### config.mk
export PLATFORM = sky130hd
export DESIGN_NAME = memory_control_unit
export DESIGN_NICKNAME = d
export VERILOG_FILES = /design/src/rtl/evm_pkg.sv /design/src/rtl/vote_max_finder.sv /design/src/rtl/memory_control_unit.sv
export SDC_FILE = /design/constraint.sdc
export NUM_CORES = 1
export LEC_CHECK = 0
export ABC_CLOCK_PERIOD_IN_PS = 4420
export CAP_MARGIN = 20
export CORE_ASPECT_RATIO = 1.2
export CORE_UTILIZATION = 41
export CTS_CLUSTER_DIAMETER = 120
export DETAILED_ROUTE_END_ITERATION = 6
export SYNTH_ARGS = -nofsm -noshare
export SYNTH_HDL_FRONTEND = slang
export SYNTH_HIERARCHICAL = 1
export SYNTH_SLANG_ARGS = --single-unit
### constraint.sdc
create_clock -name clk -period 4.42 [get_ports clk]
set_clock_uncertainty 0.15 [all_clocks]
set_input_delay 0.884 -clock clk [delete_from_list [all_inputs] [get_ports clk]]
set_output_delay 0.884 -clock clk [all_outputs]
set_load 0.05 [all_outputs]
### src/rtl/evm_pkg.sv
// Purpose : shared constants and types for the voting-machine vote recorder.
// Latency : n/a (declarations only).
// Backpressure: n/a; contains no ports or logic.
package evm_pkg;

  localparam int N_CANDIDATES = 4;
  localparam int N_VOTERS     = 8;
  localparam int CNT_W        = 3;

  localparam int CAND_W  = $clog2(N_CANDIDATES);
  localparam int VOTER_W = $clog2(N_VOTERS);

  typedef logic [CAND_W-1:0]  cand_id_t;
  typedef logic [VOTER_W-1:0] voter_id_t;
  typedef logic [CNT_W-1:0]   tally_t;

  // Largest representable tally; increments stop here.
  localparam tally_t TALLY_MAX = '1;

endpackage

### src/rtl/vote_max_finder.sv
// Purpose : picks the candidate with the largest tally, lowest index wins ties.
// Latency : purely combinational, zero cycles.
// Backpressure: none; output follows input continuously.
// Ports   : i_counts   - per-candidate tallies
//           o_winner   - index of the leading candidate
//           o_max      - tally of that candidate
module vote_max_finder
  import evm_pkg::*;
(
  input  tally_t   i_counts [N_CANDIDATES],
  output cand_id_t o_winner,
  output tally_t   o_max
);

  cand_id_t w_winner;
  tally_t   w_max;

  // Scan upward and only replace on strictly greater, so the earliest
  // (lowest-index) candidate holds the lead on a tie.
  always_comb begin
    w_winner = '0;
    w_max    = i_counts[0];
    for (int i = 1; i < N_CANDIDATES; i++) begin
      if (i_counts[i] > w_max) begin
        w_max    = i_counts[i];
        w_winner = cand_id_t'(i);
      end
    end
  end

  assign o_winner = w_winner;
  assign o_max    = w_max;

endmodule

### src/rtl/memory_control_unit.sv
// Purpose : records one vote per voter ID into per-candidate tallies, reports leader.
// Latency : tally updates on the edge sampling the strobe rise; outputs one edge later.
// Backpressure: none; repeat voters are silently ignored, tallies saturate.
// Ports   : clk, rst (sync, active-high)
//           candidate_number, voter_number - ballot contents, sampled on strobe rise
//           vote_signal      - vote strobe, rising edge casts one ballot
//           winner_candidate - registered index of the leading candidate
//           out_vote         - registered tally of winner_candidate
module memory_control_unit
  import evm_pkg::*;
(
  input  logic      clk,
  input  logic      rst,
  input  cand_id_t  candidate_number,
  input  voter_id_t voter_number,
  input  logic      vote_signal,
  output cand_id_t  winner_candidate,
  output tally_t    out_vote
);

  logic [N_VOTERS-1:0] r_voted;
  tally_t              r_count [N_CANDIDATES];
  logic                r_vote_signal_d;
  cand_id_t            r_winner;
  tally_t              r_out_vote;

  logic     w_vote_pulse;
  logic     w_accept;
  cand_id_t w_winner;
  tally_t   w_max;

  // A held strobe produces a single pulse, so it casts exactly one ballot.
  assign w_vote_pulse = vote_signal & ~r_vote_signal_d;
  assign w_accept     = w_vote_pulse & ~r_voted[voter_number];

  vote_max_finder u_max (
    .i_counts (r_count),
    .o_winner (w_winner),
    .o_max    (w_max)
  );

  always_ff @(posedge clk) begin
    if (rst) begin
      r_voted         <= '0;
      r_vote_signal_d <= 1'b0;
      r_winner        <= '0;
      r_out_vote      <= '0;
      for (int i = 0; i < N_CANDIDATES; i++) begin
        r_count[i] <= '0;
      end
    end else begin
      r_vote_signal_d <= vote_signal;
      if (w_accept) begin
        // The voter is marked even when the tally is already saturated.
        r_voted[voter_number] <= 1'b1;
        if (r_count[candidate_number] != TALLY_MAX) begin
          r_count[candidate_number] <= r_count[candidate_number] + tally_t'(1);
        end
      end
      r_winner   <= w_winner;
      r_out_vote <= w_max;
    end
  end

  assign winner_candidate = r_winner;
  assign out_vote         = r_out_vote;

endmodule

; After elaboration in Yosys (flattened, before gate mapping)
; Index checks and enable logic that the tools add are counted.
[word_totals]
regBits = 26
latch_bits = 0
mem_bits_rw = 0
rom_bits = 0
inputBits = 8
output_inout_bits = 5
mem_count = 0
[classes]
addsub = 1
multipliers = 0
div = 0
order_cmp = 7
eq_ne = 1
shifts = 0
n_mux = 16
bitwise = 6
n_reduce_logical = 3
[op_table]
columns = operator, n
row1 = two-way mux 3 bit, 6
row2 = bitwise mux 12 bit, 1
row3 = > comparator 3 bit, 3
row4 = OR 8 bit, 1
row5 = binary-select mux 3 bit (select 2 bit), 1
row6 = demux 3 bit (select 2 bit), 1
row7 = "< comparator 3 x 4 -> 1 bit, second input constant", 1
row8 = two-way mux 2 bit, 2
row9 = "adder 3 x 1 -> 3 bit, second input constant", 1
row10 = binary-select mux 1 bit (select 3 bit), 1
row11 = demux 1 bit (select 3 bit), 1
row12 = ">= comparator 3 x 1 -> 1 bit, second input constant", 1
row13 = ">= comparator 3 bit, second input constant", 1
row14 = "< comparator 3 x 1 -> 1 bit, second input constant", 1
row15 = two-way mux 1 bit, 3
row16 = "inequality test 3 bit, second input constant", 1
row17 = NOT 2 -> 3 bit, 1
row18 = bitwise AND 1 bit, 2
row19 = logical AND 1 bit, 2
row20 = NOT 1 bit, 2
row21 = AND reduction 2 bit, 1

; Depth between registers and ports, before layout
; Gate-level depths: netlist of run 1.
[depth]
depth_word = 6
ltp_mapped = 17
ltp_nobuf = 17

; Modules after synthesis
; Netlist of run 1, hierarchy kept.
[modules_own_cells]
columns = mod, n_inst, cells_each, area_per_inst_um2, seq_area_each_um2
row1 = memory_control_unit, 1, 112, 1179.9, 520.5
row2 = vote_max_finder, 1, 59, 457.9, 0.0

; Least setup slack after synthesis of run 1
; No wires, ideal clock.
[synth_path]
path_kind = reg-to-reg
from = register r_count[6] in the netlist's numbering
to = register r_out_vote[2], in the netlist out_vote[2]
setup_ns = 0.124
arrival_ns = 3.472
path_slack_ns = 0.674
stages_incl_launch_ff = 17
synth_period_minus_slack_ns = 3.746
cell_sequence = dfxtp_1 > inv_1 > ha_1 > and3_4 > and2_1 > a211o_2 > ha_1 > nand3_1 > a21boi_0 > a2111oi_4 > a21oi_1 > ha_1 > nand3_1 > o21ai_0 > or2_2 > mux2_4 > nor2b_1
[synth_between]
elab_chain_len = 6
[synth_lines]
columns = element, line_no
row1 = start: declaration, memory_control_unit.sv:22  ; tally_t r_count [N_CANDIDATES];
row2 = start signal: indexed assignment, memory_control_unit.sv:57  ; r_count[candidate_number] <= r_count[candidate_number] + tally_t'(1);
row3 = > comparator 3 bit, vote_max_finder.sv:24  ; if (i_counts[i] > w_max) begin
row4 = two-way mux 3 bit *, vote_max_finder.sv:24
row5 = > comparator 3 bit, vote_max_finder.sv:24
row6 = two-way mux 3 bit *, vote_max_finder.sv:24
row7 = > comparator 3 bit, vote_max_finder.sv:24
row8 = two-way mux 3 bit *, vote_max_finder.sv:24
row9 = via w_max[2], memory_control_unit.sv:30  ; tally_t w_max;
row10 = end signal: assignment, memory_control_unit.sv:61  ; r_out_vote <= w_max;
row11 = end: declaration, memory_control_unit.sv:25  ; tally_t r_out_vote;
; The timed path passes the listed nets; every way through them passes the cells marked *.
; A chain may end at the register's enable or synchronous reset.

; Worst setup path in the final report of run 1
; Ends and elaborated chain as after synthesis.

==> flow_metrics.env, run 1 <==
export IMPL_status="completed"
export IMPL_syn_area_sq_um=1640
export IMPL_routedWlPerCell_um=14.5
export IMPL_setup_worst_path_class="reg2reg"
export IMPL_clock_latency_ns=0.27
export IMPL_synth_seq_area_share_pct=31.8
export IMPL_place_hpwl_um=2620
export IMPL_die_h_um=71.2
export IMPL_power_density_nw_per_um2=326
export IMPL_r2r_end="out_vote[2]"
export IMPL_fin_area_sq_um=1860
export IMPL_maxCapViolations=0
export IMPL_die_w_um=59.7
export IMPL_worst_slew_pin_slew_ns=0.920
export IMPL_viasPerCell=5.50
export IMPL_syn_inst=171
export IMPL_start_util_pct=44.0
export IMPL_htree_levels=1
export IMPL_port_buffer_count=12
export IMPL_synth_edf_count=0
export IMPL_ys_seq_elements=26
export IMPL_cts_sinks=26
export IMPL_post_cts_setup_buffers=0
export IMPL_fin_total_pwr_mw=0.605
export IMPL_final_core_util_pct=49.9
export IMPL_hold_buffers=0
export IMPL_grt_max_degree=31
export IMPL_whs_ns=0.301
export IMPL_multi_input_area_sq_um=1010
export IMPL_diodes=0
export IMPL_routed_wl_um=3380
export IMPL_antenna_found_initial=0
export IMPL_timing_final_crit_share_pct=93.7
export IMPL_core_sq_um=3720
export IMPL_crit_top_cell="ha_1"
export IMPL_num_vias=1282
export IMPL_ys_top_cells_by_area="dfxtp_1 32%, ha_1 8.4%, mux2i_1 7.9%"
export IMPL_reg2reg_slack_ns=0.28
export IMPL_period_needed_ns=4.14
export IMPL_setup_worst_path_start="r_count[6]"
export IMPL_dieArea_sq_um=4250
export IMPL_arrival_ns=4.12
export IMPL_pin_count=13
export IMPL_drive_gt1_share_pct=13.3
export IMPL_drv_slew=0
export IMPL_ys_warn_count=6
export IMPL_cts_buffers=3
export IMPL_fmax_ghz=0.241
export IMPL_grt_pass1_vias=1265
export IMPL_yosysTopAreaCellShare_pct=31.8
export IMPL_cts_tree="done"
export IMPL_drc=0
export IMPL_grt_total_usage_pct=17.7
export IMPL_clk_pin_slew_ns=0.09
export IMPL_place_area_sq_um=1790
export IMPL_hold_violations=0
export IMPL_path_cells="inv_1, ha_1, and3_4, and2_1, a211o_2, ha_1, nand3_1, a21boi_0, a2111oi_4, a21oi_1, ha_1, nand3_1, o21ai_0, or2_2, mux2_4, nor2b_1"
export IMPL_synthArstFlopShare_pct=0
export IMPL_rsz0062_at_grt="false"
export IMPL_row_count=24
export IMPL_gp_congestion=0.811
export IMPL_fillers=371
export IMPL_ctsResizeCount=0
export IMPL_synthFlopType="dfxtp_1"
export IMPL_crit_end="out_vote[2]"
export IMPL_rr_worst_depth=16
export IMPL_dr_pass1_iters=5
export IMPL_path_depth=16
export IMPL_cts_root_buf="clkbuf_8"
export IMPL_postSynthAreaPerCell_sq_um=9.58
export IMPL_overflow=0
export IMPL_crit_slowest_cell="dfxtp_1"
export IMPL_nets=201
export IMPL_path_buf_inv=1
export IMPL_cp_start_kind="flop"
export IMPL_finalSetupTns_ns=0
export IMPL_regArea_sq_um=520
export IMPL_setup_viol=0
export IMPL_crit_path_max_incr_delay_ns=0.50
export IMPL_area_delta_synth_final_pct=13.4
export IMPL_drt_iter0_markers=71
export IMPL_cts_buffer_depth=2
export IMPL_synth_cell_types=47
export IMPL_postRouteAntennaNets=0
export IMPL_critPathTopFamily="compound AO/OA/AOI/OAI gates"
export IMPL_yosys_area_top_type="dfxtp_1"
export IMPL_ir_worst_vdd_mv=0.134
export IMPL_grt_pass1_wl_um=5740
export IMPL_hold_path_class="reg2reg"
export IMPL_synth_commonest_cells="26 x dfxtp_1, 16 x inv_1, 16 x nand2b_1"
export IMPL_end_kind="flop"
export IMPL_cp_max_fo=5
export IMPL_cp_required_ns=4.40
export IMPL_synth_most_common_cell="dfxtp_1"
export IMPL_synth_nets=190
export IMPL_p_leak_nw=0.770
export IMPL_regToRegStartpoint="r_count[6]"
export IMPL_slew_headroom_pct=38.5
[how the worst min path moves through the flow]
| stage | from | to | slack [ns] | cells past startpoint |
|---|---|---|---|---|
| 3_3_place_gp | r_voted[0] | r_voted[0] | 0.29 | 2 |
| 4_1_cts | r_voted[0] | r_voted[0] | 0.30 | 2 |
| 2_1_floorplan | r_voted[0] | r_voted[0] | 0.28 | 2 |
| 6_report | r_voted[0] | r_voted[0] | 0.30 | 2 |
| 3_5_place_dp | r_voted[0] | r_voted[0] | 0.29 | 2 |
| 5_1_grt | r_voted[0] | r_voted[0] | 0.31 | 2 |
[routing by layer]
| metal | wire (um) | track usage (%) | vias up |
|---|---|---|---|
| met4 | 91 | 6.98 | 0 |
| met3 | 68 | 1.81 | 6 |
| met2 | 1700 | 31.6 | 20 |
| met1 | 1520 | 21.1 | 616 |
| li1 | - | - | 640 |
| met5 | 0 | 0 | - |
[layout by cell type (no fill, tap or decap), drive strengths merged, types with 3 or more instances in the layout]
cell,instances
o22ai,3
mux2i,13
a41oi,3
inv,16
o21ai,4
mux4,3
dfxtp,26
and2,3
o32ai,3
mux2,3
ha,11
nand2b,16
clkbuf,3
nor2,9
clkdlybuf4s50,12
a21oi,7
nor2b,7
nand2,3
a211oi,3
nand3,5
nand4,5
[cell families after synthesis]
family	after synthesis	synth area share (%)
DFF	26	31.8
AOI/OAI and AO/OA	33	17.0
buffers and inverters	23	6.34
muxes	19	14.6
and+or+nand+nor	59	21.9
adders and majority gates	11	8.40
[flip-flops by register name, indices dropped and copies added (netlist names)]
| signal | count |
|---|---|
| out_vote | 3 |
| winner_candidate | 2 |
| r_count | 12 |
| r_vote_signal_d | 1 |
| r_voted | 8 |
[layout make-up]
| cell class | instances | share of cell area (%) |
|---|---|---|
| Clock inverter | 1 | 1.62 |
| Inverter | 16 | 3.23 |
| Multi-Input combinational cell | 122 | 54.5 |
| Clock buffer | 3 | 2.22 |
| Tap cell | 52 | 3.50 |
| Sequential cell | 26 | 28.0 |
| Timing Repair Buffer | 13 | 6.87 |
[worst min-delay path, stage by stage, from the launching register on]
cell and delay (ns):
dfxtp_1 0.32, inv_1 0.05, a21oi_1 0.05
[report_power, final]
group	leakage, nW	switching [mW]	internal, mW
sequential	0.211	0.00628	0.246
clock	0.0357	0.0731	0.121
combinational	0.523	0.0878	0.0706
[stage by stage]
| step | cells | setup WS [ns] |
|---|---|---|
| after global routing | 233 | 0.0307 |
| after floorplan | 171 | 0.674 |
| final | 233 | 0.277 |
| after detailed placement | 229 | 0.306 |
| after global placement | 229 | 0.379 |
| after CTS | 233 | 0.286 |
No activity file was read; power rests on OpenSTA's default activity.
==> run 2, diff against run 1 <==
CELL_PAD_IN_SITES_DETAIL_PLACEMENT = 1   (was default)
CELL_PAD_IN_SITES_GLOBAL_PLACEMENT = 2   (was default)
CORE_UTILIZATION = 37   (was 41)
PLACE_DENSITY_LB_ADDON = 0.1   (was default)
==> flow_metrics.env, run 2 (synthesis results as in run 1) <==
export IMPL_routedWlPerCell_um=16.4
export IMPL_port_buffer_count=12
export IMPL_cp_start_kind="flop"
export IMPL_top_register="r_count"
export IMPL_grt_total_usage_pct=18.0
export IMPL_fmax_ghz=0.241
export IMPL_htree_levels=1
export IMPL_cts_buffer_depth=2
export IMPL_grt_pass1_wl_um=6600
export IMPL_period_needed_ns=4.15
export IMPL_die_h_um=74.9
export IMPL_cp_required_ns=4.40
export IMPL_row_count=26
export IMPL_grt_pass1_vias=1327
export IMPL_largest_register_ffs=12
export IMPL_area_delta_synth_final_pct=15.0
export IMPL_routed_wl_um=3890
export IMPL_worst_slew_pin_slew_ns=0.902
export IMPL_num_vias=1302
export IMPL_cts_buffers=3
export IMPL_end_kind="flop"
export IMPL_clock_latency_ns=0.27
export IMPL_fillers=507
export IMPL_status="completed"
export IMPL_timing_final_crit_share_pct=93.8
export IMPL_drc=0
export IMPL_drt_iter0_markers=67
export IMPL_cts_sinks=26
export IMPL_hold_violations=0
export IMPL_arrival_ns=4.13
export IMPL_gp_congestion=0.721
export IMPL_diodes=0
export IMPL_core_sq_um=4260
export IMPL_setup_worst_path_class="reg2reg"
export IMPL_hold_path_class="reg2reg"
export IMPL_nets=202
export IMPL_mostFrequentLayoutCells="26 x dfxtp_1, 16 x nand2b_1, 16 x inv_1"
export IMPL_antenna_found_initial=0
export IMPL_setup_viol=0
export IMPL_start_util_pct=38.4
export IMPL_slew_headroom_pct=39.6
export IMPL_viasPerCell=5.47
export IMPL_drive_gt1_share_pct=14.3
export IMPL_place_hpwl_um=3040
export IMPL_p_leak_nw=0.778
export IMPL_grt_max_degree=31
export IMPL_drv_slew=0
export IMPL_ir_worst_vdd_mv=0.190
export IMPL_power_density_nw_per_um2=325
export IMPL_whs_ns=0.311
export IMPL_postRouteAntennaNets=0
export IMPL_final_core_util_pct=44.2
export IMPL_cts_tree="done"
export IMPL_clk_pin_slew_ns=0.09
export IMPL_maxCapViolations=0
export IMPL_final_common_cell="dfxtp_1"
export IMPL_overflow=0
export IMPL_cts_root_buf="clkbuf_8"
export IMPL_hold_buffers=0
export IMPL_cp_max_fo=5
export IMPL_dr_pass1_iters=4
export IMPL_dieArea_sq_um=4700
export IMPL_die_w_um=62.7
export IMPL_pin_count=13
-- run 2: cell count changes in the layout (fill, tap and decap cells not counted), sizes merged --
cell	previous run	this run
buf	1	2
-- run 2: final cells by class --
cell class / instances / area [sq um] / share of cell area [%]
Inverter: 16 / 60.1 / 3.19
Tap cell: 56 / 70.1 / 3.72
Timing Repair Buffer: 14 / 135 / 7.18
Clock inverter: 1 / 30.0 / 1.59
Sequential cell: 26 / 520 / 27.6
Multi-Input combinational cell: 122 / 1030 / 54.5
Clock buffer: 3 / 41.3 / 2.19
-- run 2: through the flow --
step	std cells	setup TNS (ns)	area (sq um)	total power, mW	worst slack [ns]
finish	238	0	1880	0.613	0.272
global route	238	-0.00448	1880	0.644	-0.00448
CTS	237	0	1860	0.614	0.0655
detailed placement	233	0	1790	0.416	0.0982
global placement	233	0	1790	0.413	0.164
floorplan	171	0	1640	0.374	0.674
-- run 2: timing repair --
action,4_1_cts,5_1_grt
buffers inserted,0,1
resized for setup,0,3
endpoints found under the setup margin,0,5
-- run 2: power by group --
group / switching [mW] / internal, mW / total (mW)
sequential: 0.00628 / 0.246 / 0.253
combinational: 0.0915 / 0.0711 / 0.163
clock: 0.0766 / 0.121 / 0.198
total: 0.174 / 0.439 / 0.613
-- run 2: path summary, 6_finish.rpt --
kind,from,end,slack (ns),depth (start not counted)
setup / recovery,r_count[11],out_vote[2],0.27,16
hold / removal,r_voted[0],r_voted[0],0.31,2
setup reg to reg,r_count[11],out_vote[2],0.27,16
hold reg to reg,r_voted[0],r_voted[0],0.31,2
-- run 2: per-layer routing --
layer	share of wire, %	global-route usage, %	vias to the layer above
met5	0	0	-
met4	0.92	4.91	0
met3	2.2	1.97	4
met2	54	34.2	19
met1	43	21.8	639
li1	-	-	640
-- run 2: critical path, stage by stage, from the launching register on --
cell and delay [ns]:
dfxtp_1 0.42, inv_1 0.07, ha_1 0.35, a21oi_2 0.26, a21oi_4 0.10, a211o_2 0.35
ha_1 0.28, nand3_1 0.13, a21boi_0 0.43, a2111oi_4 0.06, a21oi_1 0.14, ha_1 0.24
nand3_1 0.07, o21ai_0 0.16, or2_2 0.37, mux2_4 0.30, nor2b_1 0.12
